==> src/rtl/tdm_demux_1x4_if.sv <==
// Serial sample input and frame-coherent parallel channel outputs
// of the 1-to-4 TDM demultiplexer.
interface tdm_demux_1x4_if #(
    parameter int DATA_W = 8
);
    logic              in_valid;
    logic [DATA_W-1:0] in_data;
    logic              in_sync;
    logic              err_clr;
    logic [DATA_W-1:0] out0;
    logic [DATA_W-1:0] out1;
    logic [DATA_W-1:0] out2;
    logic [DATA_W-1:0] out3;
    logic              frame_valid;
    logic              locked;
    logic [1:0]        slot;
    logic              sync_err;

    modport master (
        output in_valid, in_data, in_sync, err_clr,
        input  out0, out1, out2, out3, frame_valid, locked, slot, sync_err
    );

    modport slave (
        input  in_valid, in_data, in_sync, err_clr,
        output out0, out1, out2, out3, frame_valid, locked, slot, sync_err
    );
endinterface

==> src/rtl/tdm_demux_1x4.sv <==
// Frame-aligned 1-to-4 TDM demultiplexer: slots 0..2 are staged in shadow
// registers and the whole frame is published together on the slot-3 sample.
module tdm_demux_1x4 #(
    parameter int DATA_W = 8
) (
    input  logic            clk,
    input  logic            rst_n,
    tdm_demux_1x4_if.slave  bus
);
    typedef enum logic {HUNT, LOCKED} state_t;

    state_t                 r_state;
    logic [1:0]             r_slot;
    logic [2:0][DATA_W-1:0] r_shadow;
    logic [3:0][DATA_W-1:0] r_out;
    logic                   r_frame_valid;
    logic                   r_locked;
    logic                   r_sync_err;

    always_ff @(posedge clk or negedge rst_n) begin
        if (!rst_n) begin
            r_state       <= HUNT;
            r_slot        <= 2'd0;
            r_shadow      <= '0;
            r_out         <= '0;
            r_frame_valid <= 1'b0;
            r_locked      <= 1'b0;
            r_sync_err    <= 1'b0;
        end else begin
            r_frame_valid <= 1'b0;
            // Any error set below overrides this clear.
            if (bus.err_clr)
                r_sync_err <= 1'b0;
            if (bus.in_valid) begin
                case (r_state)
                    HUNT: begin
                        if (bus.in_sync) begin
                            r_shadow[0] <= bus.in_data;
                            r_slot      <= 2'd1;
                            r_state     <= LOCKED;
                            r_locked    <= 1'b1;
                        end
                    end
                    LOCKED: begin
                        if (r_slot == 2'd0) begin
                            if (bus.in_sync) begin
                                r_shadow[0] <= bus.in_data;
                                r_slot      <= 2'd1;
                            end else begin
                                r_sync_err <= 1'b1;
                                r_state    <= HUNT;
                                r_locked   <= 1'b0;
                                r_slot     <= 2'd0;
                            end
                        end else if (bus.in_sync) begin
                            // Early sync: drop the partial frame and realign in place.
                            r_sync_err  <= 1'b1;
                            r_shadow[0] <= bus.in_data;
                            r_slot      <= 2'd1;
                        end else begin
                            case (r_slot)
                                2'd1: r_shadow[1] <= bus.in_data;
                                2'd2: r_shadow[2] <= bus.in_data;
                                default: begin
                                    r_out         <= {bus.in_data, r_shadow[2],
                                                      r_shadow[1], r_shadow[0]};
                                    r_frame_valid <= 1'b1;
                                end
                            endcase
                            r_slot <= r_slot + 2'd1;
                        end
                    end
                    default: begin
                        r_state  <= HUNT;
                        r_locked <= 1'b0;
                        r_slot   <= 2'd0;
                    end
                endcase
            end
        end
    end

    assign bus.out0        = r_out[0];
    assign bus.out1        = r_out[1];
    assign bus.out2        = r_out[2];
    assign bus.out3        = r_out[3];
    assign bus.frame_valid = r_frame_valid;
    assign bus.locked      = r_locked;
    assign bus.slot        = r_slot;
    assign bus.sync_err    = r_sync_err;
endmodule

==> src/flat_wrapper.sv <==
// flat-port wrapper written by rule: the top's interface ports become plain ports
module tdm_demux_1x4_flat 
#(
    parameter int DATA_W = 8
)
  (clk, rst_n, bus_in_valid, bus_in_data, bus_in_sync, bus_err_clr, bus_out0, bus_out1, bus_out2, bus_out3, bus_frame_valid, bus_locked, bus_slot, bus_sync_err);
  tdm_demux_1x4_if #(.DATA_W(DATA_W)) bus_i ();
  input  logic clk;
  input  logic rst_n;
  input wire logic [$bits(bus_i.in_valid)-1:0] bus_in_valid;
  input wire logic [$bits(bus_i.in_data)-1:0] bus_in_data;
  input wire logic [$bits(bus_i.in_sync)-1:0] bus_in_sync;
  input wire logic [$bits(bus_i.err_clr)-1:0] bus_err_clr;
  output wire logic [$bits(bus_i.out0)-1:0] bus_out0;
  output wire logic [$bits(bus_i.out1)-1:0] bus_out1;
  output wire logic [$bits(bus_i.out2)-1:0] bus_out2;
  output wire logic [$bits(bus_i.out3)-1:0] bus_out3;
  output wire logic [$bits(bus_i.frame_valid)-1:0] bus_frame_valid;
  output wire logic [$bits(bus_i.locked)-1:0] bus_locked;
  output wire logic [$bits(bus_i.slot)-1:0] bus_slot;
  output wire logic [$bits(bus_i.sync_err)-1:0] bus_sync_err;
  assign bus_i.in_valid = bus_in_valid;
  assign bus_i.in_data = bus_in_data;
  assign bus_i.in_sync = bus_in_sync;
  assign bus_i.err_clr = bus_err_clr;
  assign bus_out0 = bus_i.out0;
  assign bus_out1 = bus_i.out1;
  assign bus_out2 = bus_i.out2;
  assign bus_out3 = bus_i.out3;
  assign bus_frame_valid = bus_i.frame_valid;
  assign bus_locked = bus_i.locked;
  assign bus_slot = bus_i.slot;
  assign bus_sync_err = bus_i.sync_err;
  tdm_demux_1x4 #(.DATA_W(DATA_W)) u_core (.clk(clk), .rst_n(rst_n), .bus(bus_i));
endmodule
==> config.mk <==
export PLATFORM = sky130hd
export DESIGN_NAME = tdm_demux_1x4_flat
export DESIGN_NICKNAME = d
export VERILOG_FILES = /design/src/rtl/tdm_demux_1x4_if.sv /design/src/rtl/tdm_demux_1x4.sv /design/src/flat_wrapper.sv
export SDC_FILE = /design/constraint.sdc
export NUM_CORES = 1
export LEC_CHECK = 0
export ABC_AREA = 1
export BUFFER_PORTS_ARGS = -buffer_cell sky130_fd_sc_hd__buf_2
export CAP_MARGIN = 10
export CORE_MARGIN = 1
export CORE_UTILIZATION = 51
export CTS_BUF_LIST = sky130_fd_sc_hd__clkbuf_8 sky130_fd_sc_hd__clkbuf_16
export DETAILED_ROUTE_END_ITERATION = 10
export PLACE_DENSITY = 0.7
export SLEW_MARGIN = 0
export SYNTH_ARGS = -nofsm -noshare
export SYNTH_HDL_FRONTEND = slang
export SYNTH_SLANG_ARGS = --single-unit
==> constraint.sdc <==
create_clock -name clk -period 2.9 [get_ports clk]
set_clock_uncertainty 0.1 [all_clocks]
set_input_delay 0.58 -clock clk [delete_from_list [all_inputs] [get_ports clk]]
set_output_delay 0.58 -clock clk [all_outputs]
set_load 0.005 [all_outputs]
== Word level (Yosys, flattened, before mapping) ==
Cells that the tools add are included.

* Input port bits: 13
* Word-level logic and storage cells: 54
* Output and inout port bits: 37
* Register bits: 62

* Multiplexer cells: 24
* Add/subtract/negate cells: 1
* Bitwise operators: 4
* Equal/unequal tests: 5
* Reductions and logical operators: 8

{| class="wikitable"
|+ Operators with widths
! cell !! number
|-
| two-way mux 1 bit || 17
|-
| AND reduction 5 bit || 3
|-
| two-way mux 8 bit || 1
|-
| two-way mux 2 bit || 3
|-
| inequality test 2 bit (second input constant) || 3
|-
| inverter 1 bit || 4
|-
| case mux 1 bit (2 select lines) || 2
|-
| case mux 2 bit (2 select lines) || 1
|-
| AND reduction 2 bit || 2
|-
| AND reduction 4 bit || 1
|-
| adder 2 x 1 -> 2 bit (second input constant) || 1
|-
| == test 2 x 1 -> 1 bit (second input constant) || 1
|-
| == test 2 bit (second input constant) || 1
|-
| logical NOT 2 bit || 1
|-
| OR reduction 2 bit || 1
|}

== Logic depth before layout (Yosys ltp) ==
* Depth after elaboration: 7
* Depth in mapped cells: 7
* Gate-level depth less buffers: 7

== Least setup slack after synthesis ==
No wires, ideal clock.

* Kind: flip-flop to flip-flop
* Start point: register u_core.r_slot[0], in the netlist u_core.bus.slot[0]
* End point: register u_core.r_out, in the netlist u_core.bus.out0[0]
* Period minus slack after synthesis: 1.516 ns
* Setup time: 0.066 ns
* Arrival time: 1.350 ns
* Data required time: 2.734 ns
* Slack: 1.384 ns
* Path buffers: 1
* Stages on the path, launching flop included: 7
* Cells stage by stage: dfrtp_1 -> inv_1 -> ha_1 -> inv_1 -> clkbuf_1 -> nand4_1 -> nand2_1

* Word-level cells in the longest chain between the ends: 4
* Elaborated cells between the ends (all ways): 7
* Those cells by class: eq/ne: 2; bitwise: 2; reduce/logical: 3

{| class="wikitable"
|+ Ends and longest elaborated chain
! item !! line !! RTL
|-
| from (decl) || tdm_demux_1x4.sv:13 || <nowiki>logic [1:0] r_slot;</nowiki>
|-
| from (signal assigned) || tdm_demux_1x4.sv:70 || <nowiki>r_slot <= r_slot + 2'd1;</nowiki>
|-
| == test 2 bit / == test 2 x 1 -> 1 bit (equally long branches) || tdm_demux_1x4.sv:61 || <nowiki>case (r_slot)</nowiki>
|-
| OR reduction 2 bit (no line) || - ||
|-
| inverter 1 bit (no line) || - ||
|-
| AND reduction 5 bit (no line) * || - ||
|-
| to (signal assigned) || tdm_demux_1x4.sv:65 || <nowiki>r_out <= {bus.in_data, r_shadow[2],</nowiki>
|-
| to (decl) || tdm_demux_1x4.sv:15 || <nowiki>logic [3:0][DATA_W-1:0] r_out;</nowiki>
|}

Every way passes the cells marked *; elsewhere a longest branch is shown, timed or not.
A chain may end at the register's enable or synchronous reset.

== Worst setup path after layout ==
* Start point: register u_core.r_slot[0], in the netlist u_core.bus.slot[0]
* End point: register u_core.r_shadow[19] in the netlist's numbering

* Word-level cells in the longest chain between the ends: 3
* Elaborated cells between the ends (all ways): 4
* Those cells by class: eq/ne: 1; bitwise: 1; reduce/logical: 2

{| class="wikitable"
|+ Ends and longest elaborated chain
! item !! line !! RTL
|-
| logical NOT 2 bit || tdm_demux_1x4.sv:45 || <nowiki>if (r_slot == 2'd0) begin</nowiki>
|-
| inverter 1 bit (no line) || - ||
|-
| AND reduction 5 bit (no line) * || - ||
|-
| to (decl) || tdm_demux_1x4.sv:14 || <nowiki>logic [2:0][DATA_W-1:0] r_shadow;</nowiki>
|}

Marked as above.

==> flow_summary.ini <==
[status]
status = finished, final reports clean

[clocking]
cts_tree = yes
htreeDepth = 3
clock_latency_ns = 0.33
ctsHoldBuffers = 0
cts_resized = 0
clock_sinks = 62
cts-root-buf = clkbuf_8
numCtsBuffers = 9
cts_setup_buffers = 0
clkTransAtPathRegs_ns = 0.07
clock_path_buffers = 2

[finish]
antennaDiodeCount = 0
fillers = 444
drive_gt1_frac = 0.221
final_nets = 350
final_common_cell = nand2_1
multi_input_comb_area_um2 = 907
layout_common_cells = 131 x nand2_1, 62 x dfrtp_1, 49 x buf_2, 48 x nand4_1, 11 x clkbuf_8
final_area_mm2 = 0.00308
syn_to_final_growth_pct = 18.5
seqCellArea_mm2 = 0.00155
fin_util = 0.639

[setup_path]
crit_family = simple AND/OR/NAND/NOR gates
worstSetupPathType = flop to flop
arrival_ns = 2.11
startpoint_type = flop
cp-end-kind = flop
crit_slowest_cell = nor2_4
cp_cell_sequence = inv_1 -> ha_1 -> nor2_4 -> nand3_1 -> nand2_1 -> nand2_1
worstPathMaxFanout = 24
worst_path_largest_cell_delay_ns = 0.44
cp.required_ns = 3.02
path_common_cell = nand2_1
cp_num_buf_inv = 1
rrSetupSlack_ns = 0.91

[global_route]
grt_pass1_wl_um = 9710
overflow = 0
grt_pass1_vias = 2031
grt_use_total = 0.246
antenna_found_initial = 0
grt_max_degree = 63

[sta]
setup_viol = 0
period_share = 0.686
maxSlewHeadroom = 0.497
maxSlewViolCount = 0
min_period_ns = 1.99
worst_slew_pin_slew_ns = 0.755
tns_ns = 0
fmax_mhz = 503
hold_viol_final = 0
rsz0062_at_grt = false
whs_ns = 0.300

[routing]
dr.pass1.iters = 4
postRouteAntennaNets = 0
viasPerCell = 5.27
drt_iter0_drc = 215
drc_errors = 0
vias = 2141
wl_per_cell_um = 14.2
wl_um = 5750

[floorplanning]
io_pins = 50
start_util = 0.539
dieArea_mm2 = 0.00538
die_h_um = 73.4
die_w_um = 73.4
core_mm2 = 0.00482
fp-row-count = 25

[synthesis]
yosys-top-cells-area = dfrtp_1 60%, nand2_1 19%, nand4_1 12%
ys_seq_area_frac = 0.597
yosysWarnings = 0
post_synth_num_cell_types = 15
synth.top_cell.area_share = 0.597
syn-cell-area_mm2 = 0.00260
ys_ff_latch = 62
synth_cells = 286
synth.avg_cell_area_um2 = 9.08
synth.net_count = 302
yosysTopAreaCell = dfrtp_1

[pwr]
ir_drop_mv = 0.501
p_leak_nw = 1.75
powerDensity_mw_per_mm2 = 983

[flow_run]
maxCapViolCount = 0

[hold_path]
worstHoldPathType = primary input to asynchronous set/reset pin

[placement]
dpl.hpwl_um = 3690
gp_congestion = 0.816
port_buffers = 49
placed_cell_area_mm2 = 0.00288
-- layout make-up --
| cell class | instances | share of cell area |
|---|---|---|
| tap | 67 | 0.0272 |
| clock buffer | 11 | 0.0492 |
| multi-input combinational | 195 | 0.295 |
| sequential | 62 | 0.504 |
| inverter | 10 | 0.0122 |
| clock inverter | 5 | 0.0159 |
| timing repair buffer | 56 | 0.0967 |
-- logic make-up after synthesis --
group / synth area share
and+or+nand+nor: 0.329
DFF: 0.597
buffers and inverters: 0.0535
AOI/OAI and AO/OA: 0.00578
adders and majority gates: 0.0145
-- through the flow --
step / total power [mW] / cells / setup slack [ns]
2_1_floorplan: 1.91 / 286 / 1.38
3_3_place_gp: 2.26 / 390 / 0.982
3_5_place_dp: 2.28 / 390 / 0.921
4_1_cts: 3.05 / 406 / 0.899
5_1_grt: 3.27 / 406 / 0.666
6_report: 3.03 / 406 / 0.910
-- routing by layer --
layer,global-route usage,vias up,routed length [um],share of wire
li1,-,1044,-,-
met4,0.130,0,142,0.025
met5,0,-,0,0
met1,0.348,1011,2810,0.49
met3,0.0576,14,304,0.053
met2,0.354,72,2500,0.43
-- worst paths after layout --
check | from | to | cells after the start
setup / recovery | u_core.bus.slot[0] | u_core.r_shadow[19] | 6
hold / removal | rst_n | u_core.bus.out0[3] | 2
setup reg to reg | u_core.bus.slot[0] | u_core.r_shadow[19] | 6
hold reg to reg | u_core.bus.out3[0] | u_core.bus.out3[0] | 2
max in group asynchronous | rst_n | u_core.r_shadow[21] | 2
min in group clk | bus_err_clr | u_core.bus.sync_err | 2
-- state kept, by name, summed over array words and instances (netlist names) --
name / count
u_core.bus.frame_valid: 1
u_core.bus.locked: 1
u_core.bus.out0: 8
u_core.bus.out3: 8
u_core.r_state: 1
u_core.bus.slot: 2
u_core.bus.out1: 8
u_core.bus.sync_err: 1
u_core.bus.out2: 8
u_core.r_shadow: 24
-- cells in the mapped netlist --
cell	count
nand3_1	7
inv_1	8
nand3_2	1
nand4_1	48
buf_6	2
clkbuf_1	5
or2_2	1
dfrtp_1	62
ha_1	3
buf_2	12
inv_2	1
o21ai_0	3
nor2_4	1
nand2_1	131
clkinv_1	1
-- worst register-to-register path: stages (launching register included) --
cell and delay [ns]:
dfrtp_1 0.39, inv_1 0.09, ha_1 0.28, nor2_4 0.44, nand3_1 0.37, nand2_1 0.14
nand2_1 0.07
-- where the power goes --
| group | internal [mW] | switching (mW) |
|---|---|---|
| registers | 1.18 | 0.165 |
| logic | 0.347 | 0.575 |
| clock network | 0.436 | 0.326 |
| total | 1.96 | 1.07 |
Power figures use the tool's default switching activity.
